File: config.mk
export PLATFORM = sky130hd
export DESIGN_NAME = rx_frame_parser_flat
export DESIGN_NICKNAME = d
export VERILOG_FILES = /design/src/rtl/rx_frame_parser_pkg.sv /design/src/rtl/rx_frame_parser_if.sv /design/src/rtl/rx_frame_parser_payload_counter.sv /design/src/rtl/rx_frame_parser.sv /design/src/flat_wrapper.sv
export SDC_FILE = /design/constraint.sdc
export NUM_CORES = 1
export LEC_CHECK = 0
export CORE_ASPECT_RATIO = 1.5
export CORE_MARGIN = 2
export CORE_UTILIZATION = 55
export CTS_CLUSTER_DIAMETER = 200
export DETAILED_ROUTE_END_ITERATION = 10
export GPL_TIMING_DRIVEN = 0
export PLACE_DENSITY = 0.82
export SLEW_MARGIN = 0
export SYNTH_ARGS = -nofsm -noshare
export SYNTH_HDL_FRONTEND = slang
export SYNTH_HIERARCHICAL = 1
export SYNTH_SLANG_ARGS = --single-unit
File: constraint.sdc
create_clock -name clk -period 4.07 [get_ports clk]
set_input_delay 0.6105 -clock clk [delete_from_list [all_inputs] [get_ports clk]]
set_output_delay 0.6105 -clock clk [all_outputs]
set_load 0.02 [all_outputs]
File: src/rtl/rx_frame_parser_pkg.sv
// Shared types and constants for the UART receive-frame parser.
package rx_frame_pkg;

  // Parser states
  typedef enum logic [2:0] {
    ST_IDLE    = 3'd0,
    ST_LEN     = 3'd1,
    ST_CMD     = 3'd2,
    ST_PAYLOAD = 3'd3,
    ST_END     = 3'd4
  } rx_state_t;

  // Rejection reasons reported on err_code
  typedef enum logic [2:0] {
    ERR_NONE     = 3'd0,
    ERR_BAD_CMD  = 3'd1,
    ERR_NO_SIZE  = 3'd2,
    ERR_BAD_LEN  = 3'd3,
    ERR_BAD_SIZE = 3'd4,
    ERR_BAD_EOF  = 3'd5,
    ERR_TIMEOUT  = 3'd6
  } rx_err_t;

  localparam logic [7:0] SOF = 8'hFE;
  localparam logic [7:0] EOF = 8'hEF;

  localparam logic [7:0] CMD_SIZE   = 8'h01;
  localparam logic [7:0] CMD_START  = 8'h02;
  localparam logic [7:0] CMD_MATRIX = 8'h03;
  localparam logic [7:0] CMD_VECTOR = 8'h04;

endpackage

File: src/rtl/rx_frame_parser_if.sv
// Byte-in / RAM-write-out bundle of the frame parser.
// master: UART side + consumers of the parser results; slave: the parser.
interface rx_frame_parser_if #(
  parameter int DATA_W = 8,
  parameter int MAX_N  = 8,
  parameter int ADDR_W = $clog2(MAX_N * MAX_N)
);
  localparam int NW = $clog2(MAX_N + 1);

  logic              rx_valid;
  logic [DATA_W-1:0] rx_data;
  logic [NW-1:0]     size_n;
  logic              wr_en;
  logic              wr_sel;
  logic [ADDR_W-1:0] wr_addr;
  logic [DATA_W-1:0] wr_data;
  logic              start_pulse;
  logic              frame_ok;
  logic              frame_err;
  logic [2:0]        err_code;

  modport master (
    output rx_valid, rx_data,
    input  size_n, wr_en, wr_sel, wr_addr, wr_data,
    input  start_pulse, frame_ok, frame_err, err_code
  );

  modport slave (
    input  rx_valid, rx_data,
    output size_n, wr_en, wr_sel, wr_addr, wr_data,
    output start_pulse, frame_ok, frame_err, err_code
  );
endinterface

File: src/rtl/rx_frame_parser_payload_counter.sv
// Payload byte counter: holds the write index, the expected payload count
// latched at CMD time, and flags the last payload byte.
module rx_payload_counter #(
  parameter int CW     = 8,
  parameter int ADDR_W = 6
) (
  input  logic              clk,
  input  logic              reset,
  input  logic              load_i,
  input  logic [CW-1:0]     count_i,
  input  logic              inc_i,
  input  logic              clear_i,
  output logic [ADDR_W-1:0] cnt_o,
  output logic              last_o
);

  logic [CW-1:0] cnt_q;
  logic [CW-1:0] count_q;

  // Index and expected-count registers; clear wins, load restarts at zero
  always_ff @(posedge clk or negedge reset) begin
    if (!reset) begin
      cnt_q   <= '0;
      count_q <= '0;
    end else if (clear_i) begin
      cnt_q   <= '0;
    end else if (load_i) begin
      cnt_q   <= '0;
      count_q <= count_i;
    end else if (inc_i) begin
      cnt_q   <= cnt_q + CW'(1'b1);
    end
  end

  // Compare at full width: N*N is never truncated before this check
  assign last_o = (count_q != '0) && (cnt_q == (count_q - CW'(1'b1)));
  assign cnt_o  = cnt_q[ADDR_W-1:0];

endmodule

File: src/rtl/rx_frame_parser.sv
// UART receive-frame parser: FE LEN CMD payload EF -> RAM writes, size
// commit, start request, and error reporting.
// Optional feature: define RX_TIMEOUT_EN to abort frames that stall for
// TIMEOUT_CYCLES clocks between bytes.
module rx_frame_parser
  import rx_frame_pkg::*;
#(
  parameter int DATA_W         = 8,
  parameter int MAX_N          = 8,
  parameter int ADDR_W         = $clog2(MAX_N * MAX_N),
  parameter int TIMEOUT_CYCLES = 100000
) (
  input logic               clk,
  input logic               reset,
  rx_frame_parser_if.slave  bus
);

  localparam int NW = $clog2(MAX_N + 1);
  localparam int CW = 2 * NW;

  rx_state_t         state_q, state_d;
  logic [DATA_W-1:0] len_q, len_d;
  logic [DATA_W-1:0] cmd_q, cmd_d;
  logic [NW-1:0]     pending_q, pending_d;
  logic [NW-1:0]     size_n_q, size_n_d;
  logic              wr_en_q, wr_en_d;
  logic              wr_sel_q, wr_sel_d;
  logic [ADDR_W-1:0] wr_addr_q, wr_addr_d;
  logic [DATA_W-1:0] wr_data_q, wr_data_d;
  logic              start_q, start_d;
  logic              ok_q, ok_d;
  logic              err_q, err_d;
  rx_err_t           err_code_q, err_code_d;

  logic              cnt_load_s, cnt_inc_s, cnt_clear_s, cnt_last_s;
  logic [ADDR_W-1:0] cnt_s;
  logic [CW-1:0]     exp_cnt_s;
  logic [CW:0]       need_len_s;
  logic              timeout_s;
  logic              fail_s;
  rx_err_t           fail_code_s;

  rx_payload_counter #(.CW(CW), .ADDR_W(ADDR_W)) u_cnt (
    .clk     (clk),
    .reset   (reset),
    .load_i  (cnt_load_s),
    .count_i (exp_cnt_s),
    .inc_i   (cnt_inc_s),
    .clear_i (cnt_clear_s),
    .cnt_o   (cnt_s),
    .last_o  (cnt_last_s)
  );

`ifdef RX_TIMEOUT_EN
  localparam int TW = (TIMEOUT_CYCLES > 1) ? $clog2(TIMEOUT_CYCLES) : 1;
  logic [TW-1:0] idle_q;

  // Inter-byte idle counter; only runs while a frame is in progress
  always_ff @(posedge clk or negedge reset) begin
    if (!reset) begin
      idle_q <= '0;
    end else if ((state_q == ST_IDLE) || bus.rx_valid || timeout_s) begin
      idle_q <= '0;
    end else begin
      idle_q <= idle_q + TW'(1'b1);
    end
  end

  assign timeout_s = (state_q != ST_IDLE) && !bus.rx_valid &&
                     (idle_q == TW'(TIMEOUT_CYCLES - 1));
`else
  assign timeout_s = 1'b0;
`endif

  // Expected payload count from the committed size; drives the CMD checks
  always_comb begin
    exp_cnt_s = '0;
    case (bus.rx_data)
      DATA_W'(CMD_SIZE):   exp_cnt_s = CW'(1'b1);
      DATA_W'(CMD_START):  exp_cnt_s = '0;
      DATA_W'(CMD_MATRIX): exp_cnt_s = CW'(size_n_q) * CW'(size_n_q);
      DATA_W'(CMD_VECTOR): exp_cnt_s = CW'(size_n_q);
      default:             exp_cnt_s = '0;
    endcase
    need_len_s = {1'b0, exp_cnt_s} + (CW+1)'(1'b1);
  end

  // Next-state and registered-output decode of the frame FSM
  always_comb begin
    state_d     = state_q;
    len_d       = len_q;
    cmd_d       = cmd_q;
    pending_d   = pending_q;
    size_n_d    = size_n_q;
    wr_en_d     = 1'b0;
    wr_sel_d    = wr_sel_q;
    wr_addr_d   = wr_addr_q;
    wr_data_d   = wr_data_q;
    start_d     = 1'b0;
    ok_d        = 1'b0;
    err_d       = 1'b0;
    err_code_d  = err_code_q;
    cnt_load_s  = 1'b0;
    cnt_inc_s   = 1'b0;
    cnt_clear_s = 1'b0;
    fail_s      = 1'b0;
    fail_code_s = ERR_NONE;

    if (timeout_s) begin
      fail_s      = 1'b1;
      fail_code_s = ERR_TIMEOUT;
    end else if (bus.rx_valid) begin
      case (state_q)
        ST_IDLE: begin
          if (bus.rx_data == DATA_W'(SOF)) begin
            state_d = ST_LEN;
          end else begin
            state_d = ST_IDLE;
          end
        end
        ST_LEN: begin
          len_d   = bus.rx_data;
          state_d = ST_CMD;
        end
        ST_CMD: begin
          cmd_d = bus.rx_data;
          if ((bus.rx_data != DATA_W'(CMD_SIZE))   && (bus.rx_data != DATA_W'(CMD_START)) &&
              (bus.rx_data != DATA_W'(CMD_MATRIX)) && (bus.rx_data != DATA_W'(CMD_VECTOR))) begin
            fail_s      = 1'b1;
            fail_code_s = ERR_BAD_CMD;
          end else if (((bus.rx_data == DATA_W'(CMD_MATRIX)) ||
                        (bus.rx_data == DATA_W'(CMD_VECTOR))) && (size_n_q == '0)) begin
            fail_s      = 1'b1;
            fail_code_s = ERR_NO_SIZE;
          end else if (32'(len_q) != 32'(need_len_s)) begin
            fail_s      = 1'b1;
            fail_code_s = ERR_BAD_LEN;
          end else if (bus.rx_data == DATA_W'(CMD_START)) begin
            state_d = ST_END;
          end else begin
            wr_sel_d   = (bus.rx_data == DATA_W'(CMD_VECTOR));
            cnt_load_s = 1'b1;
            state_d    = ST_PAYLOAD;
          end
        end
        ST_PAYLOAD: begin
          if (cmd_q == DATA_W'(CMD_SIZE)) begin
            if ((bus.rx_data == '0) || (32'(bus.rx_data) > 32'(MAX_N))) begin
              fail_s      = 1'b1;
              fail_code_s = ERR_BAD_SIZE;
            end else begin
              pending_d = NW'(bus.rx_data);
              state_d   = ST_END;
            end
          end else begin
            wr_en_d   = 1'b1;
            wr_data_d = bus.rx_data;
            wr_addr_d = cnt_s;
            if (cnt_last_s) begin
              cnt_clear_s = 1'b1;
              state_d     = ST_END;
            end else begin
              cnt_inc_s = 1'b1;
            end
          end
        end
        ST_END: begin
          if (bus.rx_data == DATA_W'(EOF)) begin
            ok_d    = 1'b1;
            state_d = ST_IDLE;
            if (cmd_q == DATA_W'(CMD_SIZE)) begin
              size_n_d = pending_q;
            end else begin
              size_n_d = size_n_q;
            end
            if (cmd_q == DATA_W'(CMD_START)) begin
              start_d = 1'b1;
            end else begin
              start_d = 1'b0;
            end
          end else begin
            fail_s      = 1'b1;
            fail_code_s = ERR_BAD_EOF;
          end
        end
        default: state_d = ST_IDLE;
      endcase
    end else begin
      state_d = state_q;
    end

    if (fail_s) begin
      err_d       = 1'b1;
      err_code_d  = fail_code_s;
      cnt_clear_s = 1'b1;
      state_d     = ST_IDLE;
    end else begin
      err_d = 1'b0;
    end
  end

  // State and output registers
  always_ff @(posedge clk or negedge reset) begin
    if (!reset) begin
      state_q    <= ST_IDLE;
      len_q      <= '0;
      cmd_q      <= '0;
      pending_q  <= '0;
      size_n_q   <= '0;
      wr_en_q    <= 1'b0;
      wr_sel_q   <= 1'b0;
      wr_addr_q  <= '0;
      wr_data_q  <= '0;
      start_q    <= 1'b0;
      ok_q       <= 1'b0;
      err_q      <= 1'b0;
      err_code_q <= ERR_NONE;
    end else begin
      state_q    <= state_d;
      len_q      <= len_d;
      cmd_q      <= cmd_d;
      pending_q  <= pending_d;
      size_n_q   <= size_n_d;
      wr_en_q    <= wr_en_d;
      wr_sel_q   <= wr_sel_d;
      wr_addr_q  <= wr_addr_d;
      wr_data_q  <= wr_data_d;
      start_q    <= start_d;
      ok_q       <= ok_d;
      err_q      <= err_d;
      err_code_q <= err_code_d;
    end
  end

  assign bus.size_n      = size_n_q;
  assign bus.wr_en       = wr_en_q;
  assign bus.wr_sel      = wr_sel_q;
  assign bus.wr_addr     = wr_addr_q;
  assign bus.wr_data     = wr_data_q;
  assign bus.start_pulse = start_q;
  assign bus.frame_ok    = ok_q;
  assign bus.frame_err   = err_q;
  assign bus.err_code    = err_code_q;

endmodule

File: src/flat_wrapper.sv
// flat-port wrapper written by rule: the top's interface ports become plain ports
module rx_frame_parser_flat import rx_frame_pkg::*;
#(
  parameter int DATA_W         = 8,
  parameter int MAX_N          = 8,
  parameter int ADDR_W         = $clog2(MAX_N * MAX_N),
  parameter int TIMEOUT_CYCLES = 100000
)
  (clk, reset, bus_rx_valid, bus_rx_data, bus_size_n, bus_wr_en, bus_wr_sel, bus_wr_addr, bus_wr_data, bus_start_pulse, bus_frame_ok, bus_frame_err, bus_err_code);
  rx_frame_parser_if #(.DATA_W(DATA_W), .MAX_N(MAX_N), .ADDR_W(ADDR_W)) bus_i ();
  input logic clk;
  input logic reset;
  input wire logic [$bits(bus_i.rx_valid)-1:0] bus_rx_valid;
  input wire logic [$bits(bus_i.rx_data)-1:0] bus_rx_data;
  output wire logic [$bits(bus_i.size_n)-1:0] bus_size_n;
  output wire logic [$bits(bus_i.wr_en)-1:0] bus_wr_en;
  output wire logic [$bits(bus_i.wr_sel)-1:0] bus_wr_sel;
  output wire logic [$bits(bus_i.wr_addr)-1:0] bus_wr_addr;
  output wire logic [$bits(bus_i.wr_data)-1:0] bus_wr_data;
  output wire logic [$bits(bus_i.start_pulse)-1:0] bus_start_pulse;
  output wire logic [$bits(bus_i.frame_ok)-1:0] bus_frame_ok;
  output wire logic [$bits(bus_i.frame_err)-1:0] bus_frame_err;
  output wire logic [$bits(bus_i.err_code)-1:0] bus_err_code;
  assign bus_i.rx_valid = bus_rx_valid;
  assign bus_i.rx_data = bus_rx_data;
  assign bus_size_n = bus_i.size_n;
  assign bus_wr_en = bus_i.wr_en;
  assign bus_wr_sel = bus_i.wr_sel;
  assign bus_wr_addr = bus_i.wr_addr;
  assign bus_wr_data = bus_i.wr_data;
  assign bus_start_pulse = bus_i.start_pulse;
  assign bus_frame_ok = bus_i.frame_ok;
  assign bus_frame_err = bus_i.frame_err;
  assign bus_err_code = bus_i.err_code;
  rx_frame_parser #(.DATA_W(DATA_W), .MAX_N(MAX_N), .ADDR_W(ADDR_W), .TIMEOUT_CYCLES(TIMEOUT_CYCLES)) u_core (.clk(clk), .reset(reset), .bus(bus_i));
endmodule
==> After elaboration in Yosys (flattened, before gate mapping) <==
Cells that the tools add are included.
{ "word_totals": {"elab_cells": 130, "ff_bits": 65, "out_inout_bits": 26, "input_bits": 11} }
{ "classes": {"muxes": 58, "multipliers": 1, "eq_ne": 24, "addsub": 3, "order_cmp": 1, "bitwise_logic": 7, "reduce_logical": 21} }
{ "op_table": {"columns": ["operator", "count"], "rows": [
  ["two-way mux 3 bit", 16],
  ["two-way mux 1 bit", 34],
  ["== test 8 x 2 -> 1 bit, second input constant", 3],
  ["two-way mux 8 bit", 3],
  ["one-hot mux 8 bit (3 select lines)", 1],
  ["== test 8 x 1 -> 1 bit, second input constant", 2],
  ["== test 8 bit, second input constant", 2],
  ["inequality test 8 x 2 -> 1 bit, second input constant", 2],
  ["one-hot mux 3 bit (5 select lines)", 1],
  ["adder 8 x 1 -> 9 bit, second input constant", 1],
  ["inequality test 3 x 2 -> 1 bit, second input constant", 3],
  ["inequality test 8 x 9 -> 1 bit", 1],
  ["one-hot mux 3 bit (3 select lines)", 1],
  ["adder 8 x 1 -> 8 bit, second input constant", 1],
  ["== test 8 x 3 -> 1 bit, second input constant", 1],
  ["== test 8 bit", 1],
  ["greater-than comparator 8 x 4 -> 1 bit, second input constant", 1],
  ["logical NOT 8 bit", 1],
  ["multiplier 4 x 4 -> 8 bit", 1],
  ["inequality test 8 x 1 -> 1 bit, second input constant", 1],
  ["inequality test 8 x 3 -> 1 bit, second input constant", 1],
  ["AND reduction 4 bit", 2],
  ["nonzero test 8 bit", 1],
  ["subtractor 8 x 1 -> 8 bit, second input constant", 1],
  ["19 further kinds", 33]
]} }

==> Longest topological paths before layout <==
Gate-level depths: netlist of the first run.
{ "depth": {"depth_word": 12, "mapped_depth": 15, "depth_no_buf": 13} }

==> Cells and area by module <==
The synthesis of the first run kept the hierarchy.
{ "modules_own_cells": {"columns": ["module", "n_inst", "cells_each", "area_per_inst_um2", "seq_area_each_um2"], "rows": [
  ["rx_frame_parser", 1, 279, 2741.4, 1226.2],
  ["rx_payload_counter", 1, 102, 1012.2, 400.4]
]} }

==> Worst setup path after synthesis of the first run <==
OpenSTA, ideal clock, no wires.
{ "synth_path": {"path_kind": "input to register", "startpoint": "input port bus_rx_data[5]", "endpoint": "register u_core.u_cnt.count_q[2]", "path_buffers": 2, "path_slack_ns": 0.100, "cell_stages": 14, "arrival_ns": 3.845, "required_time_ns": 3.945, "path_cell_list": "or4_4 or2_0 buf_6 nor2_1 ha_1 xor2_1 xnor2_1 o2111ai_2 nor4_4 a21oi_2 a211o_1 nor2b_1 clkbuf_1 mux2_2"} }
{ "synth_between": {"elab_chain_len": 12} }
{ "synth_rtl": {"columns": ["element", "line_no", "text"], "rows": [
  ["start, declared", "flat_wrapper.sv:14", "input wire logic [$bits(bus_i.rx_data)-1:0] bus_rx_data;"],
  ["== test 8 x 3 -> 1 bit (tied with other cells)", "rx_frame_parser.sv:78", "case (bus.rx_data)"],
  ["one-hot mux 8 bit (3 select lines) *", "rx_frame_parser.sv:78", null],
  ["via u_core.exp_cnt_s[0]", "rx_frame_parser.sv:37", "logic [CW-1:0] exp_cnt_s;"],
  ["adder 8 x 1 -> 9 bit *", "rx_frame_parser.sv:85", "need_len_s = {1'b0, exp_cnt_s} + (CW+1)'(1'b1);"],
  ["inequality test 8 x 9 -> 1 bit *", "rx_frame_parser.sv:135", "end else if (32'(len_q) != 32'(need_len_s)) begin"],
  ["two-way mux 1 bit *", "rx_frame_parser.sv:135", null],
  ["two-way mux 1 bit *", "rx_frame_parser.sv:131", "end else if (((bus.rx_data == DATA_W'(CMD_MATRIX)) ||"],
  ["two-way mux 1 bit *", "rx_frame_parser.sv:127", "if ((bus.rx_data != DATA_W'(CMD_SIZE)) && (bus.rx_data != DATA_W'(CMD_START)) &&"],
  ["one-hot mux 1 bit (3 select lines) *", "rx_frame_parser.sv:113", "case (state_q)"],
  ["two-way mux 1 bit *", "rx_frame_parser.sv:112", "end else if (bus.rx_valid) begin"],
  ["two-way mux 1 bit *", "rx_frame_parser.sv:192", "if (fail_s) begin"],
  ["via u_core.cnt_clear_s", "rx_frame_parser.sv:35", "logic cnt_load_s, cnt_inc_s, cnt_clear_s, cnt_last_s;"],
  ["inverter 1 bit (no source line) *", null, null],
  ["AND reduction 2 bit (no source line) *", null, null],
  ["end signal, assigned", "rx_frame_parser_payload_counter.sv:29", "count_q <= count_i;"],
  ["end, declared", "rx_frame_parser_payload_counter.sv:18", "logic [CW-1:0] count_q;"]
]} }
Mark *: on every way through the listed nets, which the timed path passes. The rest lies on a longest branch.
A chain may end at the register's enable or synchronous reset.

==> Final worst setup path of the first run <==
{ "layout_path": {"startpoint": "input port bus_rx_data[4]", "endpoint": "register u_core.u_cnt.count_q[6]"} }
The elaborated chain is that of the path after synthesis.

==> run_results.csv, run 1 <==
group,metric,value,unit
place,dp_cells,493,
clocking,h-tree-depth,3,
worst_setup_path,cp.arrival,4160,ps
grt,grt_pass1_vias,3035,
grt,grt_use_total,0.246,
power,p_total,1.81,mW
sta,tightest_slew,867,ps
synth,syn_area,0.00375,mm²
die,start_util,0.575,
worst_setup_path,reg2reg_from,"u_core/bus.size_n[2]",
detailed_routing,drc_errors,0,
clocking,cts_made_buffers,9,
sta,min_period,3920,ps
power,p_per_area,401,mW/mm²
finish,nFillCells,508,
sta,slew_violations,0,
die,fp.dieH,105,µm
worst_setup_path,crit_type,"input pin to flop",
worst_setup_path,crit_cells,15,
synth,syn_area_per_cell,9.85,µm²
synth,synth_enable_flop_cells,0,
sta,fmax,255,MHz
power,p_switching,0.535,mW
clocking,clk_transition_reported_paths,80,ps
die,pin_count,37,
grt,grt_max_degree,41,
place,dp_hpwl,6260,µm
synth,synthArstFlopShare,1.00,
detailed_routing,drtAntennaViolNets,0,
die,die_x,71.5,µm
worst_setup_path,critPathBufInv,3,
synth,seq_area_frac_synth,0.433,
finish,nNetsFinal,447,
power,clockPowerShare,0.347,
clocking,cts_tree,"built",
place,place.gp.congestion,0.908,
worst_setup_path,critPathMaxStageDelay,580,ps
detailed_routing,drt_pass1_iterations,4,
power,leakagePower,2.12,nW
worst_setup_path,start_kind,"input pin",
synth,ys_warn_count,6,
worst_setup_path,r2r_cells,14,
synth,synth_cell_types,59,
synth,synthFlopType,"dfrtp_1",
sta,fin_skew,7.99,ps
synth,synth_cells,381,
finish,syn2layout_area_growth,20.3,%
finish,antenna_cells,0,
die,die-area,0.00752,mm²
detailed_routing,vias_per_cell,5.98,
grt,antenna_found_initial,0,
detailed_routing,routed_wirelength,8710,µm
hold_path,worstHoldPathType,"input pin to asynchronous set/reset pin",
finish,layout_common_cells,"65 x dfrtp_1, 41 x nand2_1, 34 x mux2_2, 30 x clkdlybuf4s50_1, 21 x nor2_1",
sta,rsz0062_at_grt,"false",
detailed_routing,via_count,3056,
worst_setup_path,crit_chain,"dlygate4sd2_1 > or4_4 > or2_0 > buf_6 > nor2_4 > ha_4 > xor2_2 > xnor2_1 > o2111ai_2 > nor4_4 > a21oi_2 > a211o_1 > nor2b_1 > buf_4 > mux2_2",
sta,slew_headroom,0.417,
sta,min_period_over_period,0.963,
power,p_comb_frac,0.203,
job,cap_violations,0,
power,swShare,0.295,
finish,stdcell_count,511,
clocking,clk_latency,360,ps
place,io_buffers,35,
power,p_int,1.28,mW
die,rows,36,
worst_setup_path,critPathLaunch,"bus_rx_data[4]",
die,coreArea,0.00653,mm²
finish,final_common_cell,"dfrtp_1",
finish,drive_gt1_frac,0.191,
worst_setup_path,crit_fanout,10,
sta,finalHoldViolCount,0,
clocking,clockBufferDepth,2,
detailed_routing,drt_iter0_markers,139,
grt,grt_pass1_wl,14300,µm
clocking,root_buffer,"clkbuf_8",
worst_setup_path,end_kind,"flop",
synth,ys_seq_elements,65,
clocking,numClockSinks,65,
worst_setup_path,crit_family,"simple AND/OR/NAND/NOR gates",
power,peakVddDrop,366,µV
detailed_routing,wl_per_cell,17.0,µm
sta,setup_viol,0,
synth,synth_nets,398,
worst_setup_path,cp_slowest_cell,"or4_4",
grt,grt-ovfl-total,0,
outcome,status,"completed",
power,power.share.sequential,0.450,
sta,tns,0,ps
worst_setup_path,critical_path_required,4310,ps
==> registers in the layout (all words and copies together) (netlist names) <==
name,cells
u_core/state_q,3
u_core/bus.wr_data,8
u_core/bus.start_pulse,1
u_core/u_cnt/count_q,8
u_core/pending_q,4
u_core/bus.err_code,3
u_core/bus.wr_addr,6
u_core/cmd_q,8
u_core/bus.frame_ok,1
u_core/bus.size_n,4
u_core/bus.wr_en,1
u_core/bus.frame_err,1
u_core/len_q,8
u_core/bus.wr_sel,1
u_core/u_cnt/cnt_q,8
==> power groups by stage <==
stage	clock network (mW)	logic (mW)	registers (mW)
after floorplan	0	0.232	0.828
after global placement	0	0.340	0.822
after detailed placement	0	0.353	0.825
after CTS	0.640	0.361	0.814
after global routing	0.664	0.405	0.826
final	0.629	0.367	0.816
==> worst register-to-register path: cells and delay by family, from the launching register on <==
family / cells / cell delay (ps)
simple gates: 4 / 970
compound gates: 4 / 840
buf+inv: 2 / 490
mux: 1 / 350
flops: 1 / 340
xor+xnor: 2 / 340
fa+ha+maj: 1 / 270
==> per-stage QoR <==
stage          hold slack [ps]  instance area (µm²)   util  setup slack (ps)
2_1_floorplan              315                 3750      -               100
5_1_grt                    295                 4520  0.691              6.75
3_3_place_gp               461                 4200  0.643              -876
4_1_cts                    254                 4470  0.684              2.17
3_5_place_dp               464                 4210  0.645              -893
6_report                   252                 4520  0.691               152
==> kinds of logic after synthesis <==
group                      Yosys count  share of synthesized area
AOI/OAI and AO/OA                   56                      0.103
adders and majority gates            6                     0.0200
muxes                               37                      0.110
xor gates and xnor gates            25                     0.0583
DFF                                 65                      0.433
and+or+nand+nor                    157                      0.232
buffers and inverters               35                     0.0437
==> final timing paths <==
path	endpoint	slack (ps)
worst max-delay path	u_core/u_cnt/count_q[6]	150
worst min register to register	u_core/cmd_q[4]	480
worst min-delay path	u_core/bus.wr_addr[1]	250
worst max register to register	u_core/u_cnt/count_q[6]	350
min in group clk	u_core/cmd_q[4]	480
max in group asynchronous	u_core/len_q[1]	3190
==> cell type report <==
class                      count  area, µm²  share of cell area
tap                           76       95.1              0.0211
clock buffer                  10        138              0.0305
clock inverter                 6       90.1              0.0200
multi-input combinational    281       2010               0.445
timing repair buffer          38        383              0.0848
buffer                        22        124              0.0274
inverter                      13       48.8              0.0108
sequential                    65       1630               0.360
==> Yosys cell counts, types with 6 or more instances <==
| cell type | n | share of area |
|---|---|---|
| dfrtp_1 | 65 | 0.43 |
| and2_1 | 8 | 0.013 |
| o21ai_0 | 16 | 0.021 |
| xnor2_1 | 14 | 0.033 |
| inv_1 | 13 | 0.013 |
| nand4_1 | 7 | 0.012 |
| nand3_1 | 11 | 0.015 |
| clkbuf_1 | 13 | 0.013 |
| a21oi_1 | 9 | 0.012 |
| and3_1 | 7 | 0.012 |
| nor2_1 | 23 | 0.023 |
| mux2_2 | 34 | 0.10 |
| nor2b_1 | 6 | 0.010 |
| ha_1 | 6 | 0.020 |
| nor3_1 | 11 | 0.015 |
| nand2_1 | 41 | 0.041 |
| xor2_1 | 11 | 0.026 |
| nand2b_1 | 8 | 0.013 |
| buf_4 | 6 | 0.012 |
==> routing by layer <==
metal	GRT usage	vias to the layer above	share of wire
met5	0	-	0
met4	0.167	0	0.040
met3	0.0386	28	0.041
met2	0.406	81	0.53
met1	0.288	1499	0.39
li1	-	1448	-
==> repair_timing <==
item                       CTS  global route
setup buffers                2             0
pin swaps                    2             1
gates resized for setup      8            15
hold buffers                 0             0
setup endpoints to repair   16            16
No activity file was read; power rests on OpenSTA's default activity.
==> run 2, diff against run 1 <==
--- a/config.mk
+++ b/config.mk
@@ -5,7 +5,6 @@
 export SDC_FILE = /design/constraint.sdc
 export NUM_CORES = 1
 export LEC_CHECK = 0
-export CORE_ASPECT_RATIO = 1.5
 export CORE_MARGIN = 2
 export CORE_UTILIZATION = 55
 export CTS_CLUSTER_DIAMETER = 200
==> run 2 against run 1 <==
Against the previous run: power fell by 6.0%; final area fell by 1.2%; via count rose by 1.9%; combinational power fell by 2%; largest cell class unchanged; non-clock buffer count rose by 3; register-to-register slack barely moved; clock skew rose by 2.8 ps; clock power fell by 16%; global-route usage rose by 0.97 points; hold slack improved by 110 ps; highest routed layer unchanged; worst setup slack improved by 41 ps.
==> run_results.csv, run 2 (synthesis gave the netlist of run 1 again) <==
group,metric,value,unit
power,p_total,1.70,mW
die,rows,30,
sta,slew_violations,0,
finish,syn2layout_area_growth,18.8,%
sta,fmax,258,MHz
worst_setup_path,reg2reg_to,"u_core/u_cnt/count_q[6]",
sta,rsz0062_at_grt,"false",
die,die_x,86.6,µm
detailed_routing,vias_per_cell,6.01,
die,pin_count,37,
power,peakVddDrop,287,µV
finish,stdcell_area,0.00446,mm²
detailed_routing,wl_per_cell,16.8,µm
worst_setup_path,critPathMaxStageDelay,520,ps
clocking,root_buffer,"clkbuf_8",
worst_setup_path,cp.arrival,4090,ps
place,post-place-ws,-900,ps
sta,min_period,3880,ps
worst_setup_path,reg2reg_from,"u_core/bus.size_n[2]",
finish,nFillCells,526,
clocking,cts_made_buffers,9,
place,io_buffers,35,
grt,grt_pass1_vias,3035,
grt,grt_use_total,0.256,
finish,final_common_cell,"dfrtp_1",
detailed_routing,drtAntennaViolNets,0,
clocking,clockBufferDepth,2,
grt,grt_max_degree,66,
die,coreArea,0.00668,mm²
detailed_routing,drt_pass1_iterations,5,
worst_setup_path,crit_type,"input pin to flop",
worst_setup_path,r2r_setup_slack,360,ps
clocking,clk_transition_reported_paths,70,ps
clocking,h-tree-depth,3,
finish,stdcell_count,518,
sta,tns,0,ps
grt,antenna_found_initial,0,
outcome,status,"completed",
worst_setup_path,crit_fanout,10,
worst_setup_path,r2r_cells,15,
sta,hold_ws,360,ps
clocking,numClockSinks,65,
power,p_per_area,382,mW/mm²
sta,tightest_slew,917,ps
sta,finalHoldViolCount,0,
finish,antenna_cells,0,
place,dp_hpwl,6060,µm
die,die-area,0.00750,mm²
place,dp_cells,496,
worst_setup_path,cp_slowest_cell,"clkdlybuf4s50_1",
worst_setup_path,critical_path_required,4290,ps
place,postPlaceCellArea,0.00420,mm²
detailed_routing,drc_errors,0,
die,start_util,0.562,
clocking,cts_tree,"built",
place,place.gp.congestion,0.958,
finish,nNetsFinal,450,
clocking,clk_latency,340,ps
worst_setup_path,cp_common_cell,"buf_4",
worst_setup_path,start_kind,"input pin",
sta,fin_ws,193,ps
sta,slew_headroom,0.384,
worst_setup_path,end_kind,"flop",
power,leakagePower,2.11,nW
detailed_routing,routed_wirelength,8700,µm
sta,setup_viol,0,
finish,fin_util,0.667,
sta,min_period_over_period,0.953,
detailed_routing,drt_iter0_markers,337,
finish,drive_gt1_frac,0.194,
die,fp.dieH,86.6,µm
worst_setup_path,crit_chain,"clkdlybuf4s50_1 > clkbuf_2 > and3b_1 > a211oi_4 > nor2_2 > ha_2 > xor2_1 > xnor2_1 > o2111ai_2 > nor4_4 > buf_4 > nand4_1 > inv_1 > nor2b_1 > buf_4 > mux2_2",
grt,grt_pass1_wl,15000,µm
sta,fin_skew,10.8,ps
grt,grt-ovfl-total,0,
finish,layout_common_cells,"65 x dfrtp_1, 41 x nand2_1, 34 x mux2_2, 30 x clkdlybuf4s50_1, 21 x nor2_1",
detailed_routing,via_count,3113,
job,cap_violations,0,
hold_path,worstHoldPathType,"input pin to asynchronous set/reset pin",
run 2: worst max-delay path by stage:
stage	to	depth (start not counted)	slack [ps]	start
finish	u_core/u_cnt/count_q[6]	16	190	bus_rx_data[2]
global route	u_core/u_cnt/count_q[6]	16	5	bus_rx_data[2]
CTS	u_core/u_cnt/count_q[6]	15	7	bus_rx_data[7]
detailed placement	u_core/u_cnt/count_q[6]	15	-900	bus_rx_data[5]
global placement	u_core/u_cnt/count_q[6]	14	-870	bus_rx_data[5]
floorplan	u_core/u_cnt/count_q[2]	14	100	bus_rx_data[5]
run 2: layout make-up:
cell class,count,area [µm²],share of cell area
multi-input cells,281,1990,0.446
flip-flops and latches,65,1630,0.365
repair buffers,41,384,0.0861
clock buffers,11,131,0.0295
plain buffers,22,124,0.0278
well taps,80,100,0.0224
clock inverters,5,56.3,0.0126
inverters,13,48.8,0.0109
run 2: per-layer routing:
layer / global-route usage / wire length (µm) / vias up
met2: 0.401 / 4110 / 136
met3: 0.0476 / 537 / 24
met5: 0 / 0 / -
li1: - / - / 1457
met4: 0.0909 / 172 / 0
met1: 0.358 / 3880 / 1496
run 2: power by group:
| part | leakage [nW] | internal (mW) | switching [mW] | total, mW |
|---|---|---|---|---|
| Clock | 0.0933 | 0.282 | 0.247 | 0.530 |
| Sequential | 0.864 | 0.742 | 0.0725 | 0.814 |
| Combinational | 1.15 | 0.172 | 0.188 | 0.361 |
| Total | 2.11 | 1.20 | 0.508 | 1.70 |
run 2: worst max-delay path: cells and delay by family:
kind	cells	cell delay [ps]
AO/OA/AOI/OAI	2	390
buffers and inverters	5	1270
adder cells (fa/ha/maj)	1	190
multiplexers	1	350
XOR/XNOR	2	310
AND/OR/NAND/NOR	5	980
run 2: timing repair:
action / 4_1_cts / 5_1_grt
endpoints found under the setup margin: 16 / 16
buffers inserted: 1 / 5
gates resized for setup: 8 / 16
gates cloned: 0 / 0
pin swaps: 1 / 4
hold buffers: 0 / 0
==> run 3, diff against run 2 <==
--- a/config.mk
+++ b/config.mk
@@ -10,7 +10,8 @@
 export CTS_CLUSTER_DIAMETER = 200
 export DETAILED_ROUTE_END_ITERATION = 10
 export GPL_TIMING_DRIVEN = 0
-export PLACE_DENSITY = 0.82
+export PLACE_DENSITY = 0.77
+export RECOVER_POWER = 100
 export SLEW_MARGIN = 0
 export SYNTH_ARGS = -nofsm -noshare
 export SYNTH_HDL_FRONTEND = slang
==> run 3 against run 2 <==
Against the previous run: the flow now finishes with violations (capacitance limit, slew limit); register-to-register slack about the same; die area unchanged; critical path depth unchanged; clock power increased by 3%; critical path type unchanged; largest cell class unchanged; highest routed layer unchanged.
==> run_results.csv, run 3 (synthesis gave the netlist of run 1 again) <==
group,metric,value,unit
outcome,violations,"capacitance limit, slew limit",
clocking,root_buffer,"clkbuf_8",
grt,grt_max_degree,66,
die,pin_count,37,
power,p_total,1.71,mW
die,fp.dieH,86.6,µm
grt,grt_pass1_wl,14200,µm
worst_setup_path,r2r_setup_slack,350,ps
grt,grt_pass1_vias,2981,
finish,final_common_cell,"dfrtp_1",
power,p_per_area,384,mW/mm²
sta,min_period_over_period,0.962,
grt,antenna_found_initial,0,
place,postPlaceCellArea,0.00420,mm²
sta,finalHoldViolCount,0,
sta,tightest_slew,1610,ps
clocking,hold_buffers,0,
finish,nNetsFinal,447,
detailed_routing,drc_errors,0,
worst_setup_path,end_kind,"flop",
finish,drive_gt1_frac,0.182,
clocking,cts_made_buffers,9,
job,cap_violations,1,
detailed_routing,drtAntennaViolNets,0,
clocking,clk_latency,340,ps
die,rows,30,
sta,rsz0062_at_grt,"false",
worst_setup_path,start_kind,"input pin",
detailed_routing,wl_per_cell,16.5,µm
finish,layout_common_cells,"65 x dfrtp_1, 41 x nand2_1, 34 x mux2_2, 27 x dlygate4sd3_1, 21 x nor2_1",
power,leakagePower,2.15,nW
grt,grt-ovfl-total,0,
sta,hold_ws,471,ps
worst_setup_path,crit_type,"input pin to flop",
die,start_util,0.562,
die,die-area,0.00750,mm²
finish,antenna_cells,0,
clocking,clockBufferDepth,2,
sta,fmax,255,MHz
worst_setup_path,critical_path_required,4300,ps
detailed_routing,via_count,3062,
clocking,numClockSinks,65,
die,die_x,86.6,µm
sta,slew_violations,66,
power,peakVddDrop,282,µV
clocking,h-tree-depth,3,
hold_path,worstHoldPathType,"flop to flop",
finish,stdcell_count,515,
finish,syn2layout_area_growth,18.6,%
clocking,cts_tree,"built",
detailed_routing,drt_pass1_iterations,5,
finish,nFillCells,544,
detailed_routing,vias_per_cell,5.95,
worst_setup_path,cp.arrival,4140,ps
sta,fin_skew,10.3,ps
finish,stdcell_area,0.00445,mm²
sta,setup_viol,0,
place,dp_cells,496,
place,dp_hpwl,5910,µm
sta,slew_headroom,-0.0759,
outcome,status,"finished with violations",
sta,min_period,3910,ps
clocking,clk_transition_reported_paths,70,ps
worst_setup_path,crit_fanout,10,
place,place.gp.congestion,0.948,
detailed_routing,routed_wirelength,8500,µm
place,io_buffers,35,
grt,grt_use_total,0.242,
die,coreArea,0.00668,mm²
detailed_routing,drt_iter0_markers,237,
-- run 3: changes by cell type in the layout (fill, tap and decap cells not counted), moves of 2 or more --
cell | before | now
dlygate4sd3_1 | 0 | 27
clkdlybuf4s50_1 | 30 | 4
buf_4 | 14 | 9
nor2_4 | 0 | 2
nor2_2 | 2 | 0
clkinvlp_4 | 1 | 3
-- run 3: power breakdown --
| part | switching [mW] | internal (mW) |
|---|---|---|
| logic | 0.190 | 0.162 |
| clock network | 0.266 | 0.281 |
| registers | 0.0710 | 0.741 |
-- run 3: what timing repair did --
item,in CTS,in global routing
setup endpoints to repair,16,14
gates resized for setup,9,9
pin swaps,2,1
cloned,0,0
buffers inserted,3,0
-- run 3: per-stage QoR --
stage	utilization	TNS (ps)	setup WS [ps]
floorplan	-	0	100
global placement	0.629	-12330	-936
finish	0.666	0	156
detailed placement	0.629	-12150	-921
CTS	0.664	0	12.5
global route	0.666	0	16.6
-- run 3: layout make-up --
class / count / area, µm² / share of cell area
Tap cell: 80 / 100 / 0.0225
Clock buffer: 9 / 124 / 0.0278
Clock inverter: 7 / 71.3 / 0.0160
Timing Repair Buffer: 38 / 364 / 0.0818
Inverter: 13 / 48.8 / 0.0110
Buffer: 22 / 123 / 0.0275
Multi-Input combinational cell: 281 / 2000 / 0.448
Sequential cell: 65 / 1630 / 0.365
-- run 3: final timing paths --
path | startpoint | endpoint | cells after the start
setup reg to reg | u_core/bus.size_n[2] | u_core/u_cnt/count_q[3] | 15
setup / recovery | bus_rx_data[0] | u_core/u_cnt/count_q[3] | 16
min in group asynchronous | reset | u_core/u_cnt/cnt_q[7] | 1
max in group asynchronous | reset | u_core/len_q[5] | 1
hold reg to reg | u_core/cmd_q[0] | u_core/bus.start_pulse | 1
hold / removal | u_core/cmd_q[0] | u_core/bus.start_pulse | 1
-- run 3: layer usage --
layer	vias up	part of all wire	GRT usage
met1	1483	0.46	0.333
met3	20	0.060	0.0562
met5	-	0	0
met4	0	0.020	0.104
li1	1447	-	-
met2	112	0.46	0.368
-- run 3: worst max-delay path, stage by stage --
cell	delay (ps)
clkdlybuf4s50_1	480
clkbuf_1	260
nor3b_1	210
a211oi_2	440
nor2_4	70
ha_4	190
xor2_1	170
xnor2_1	200
o2111ai_2	160
nor4_4	150
buf_4	180
a21oi_2	70
a211o_1	300
nor2b_1	120
buf_4	180
mux2_2	340
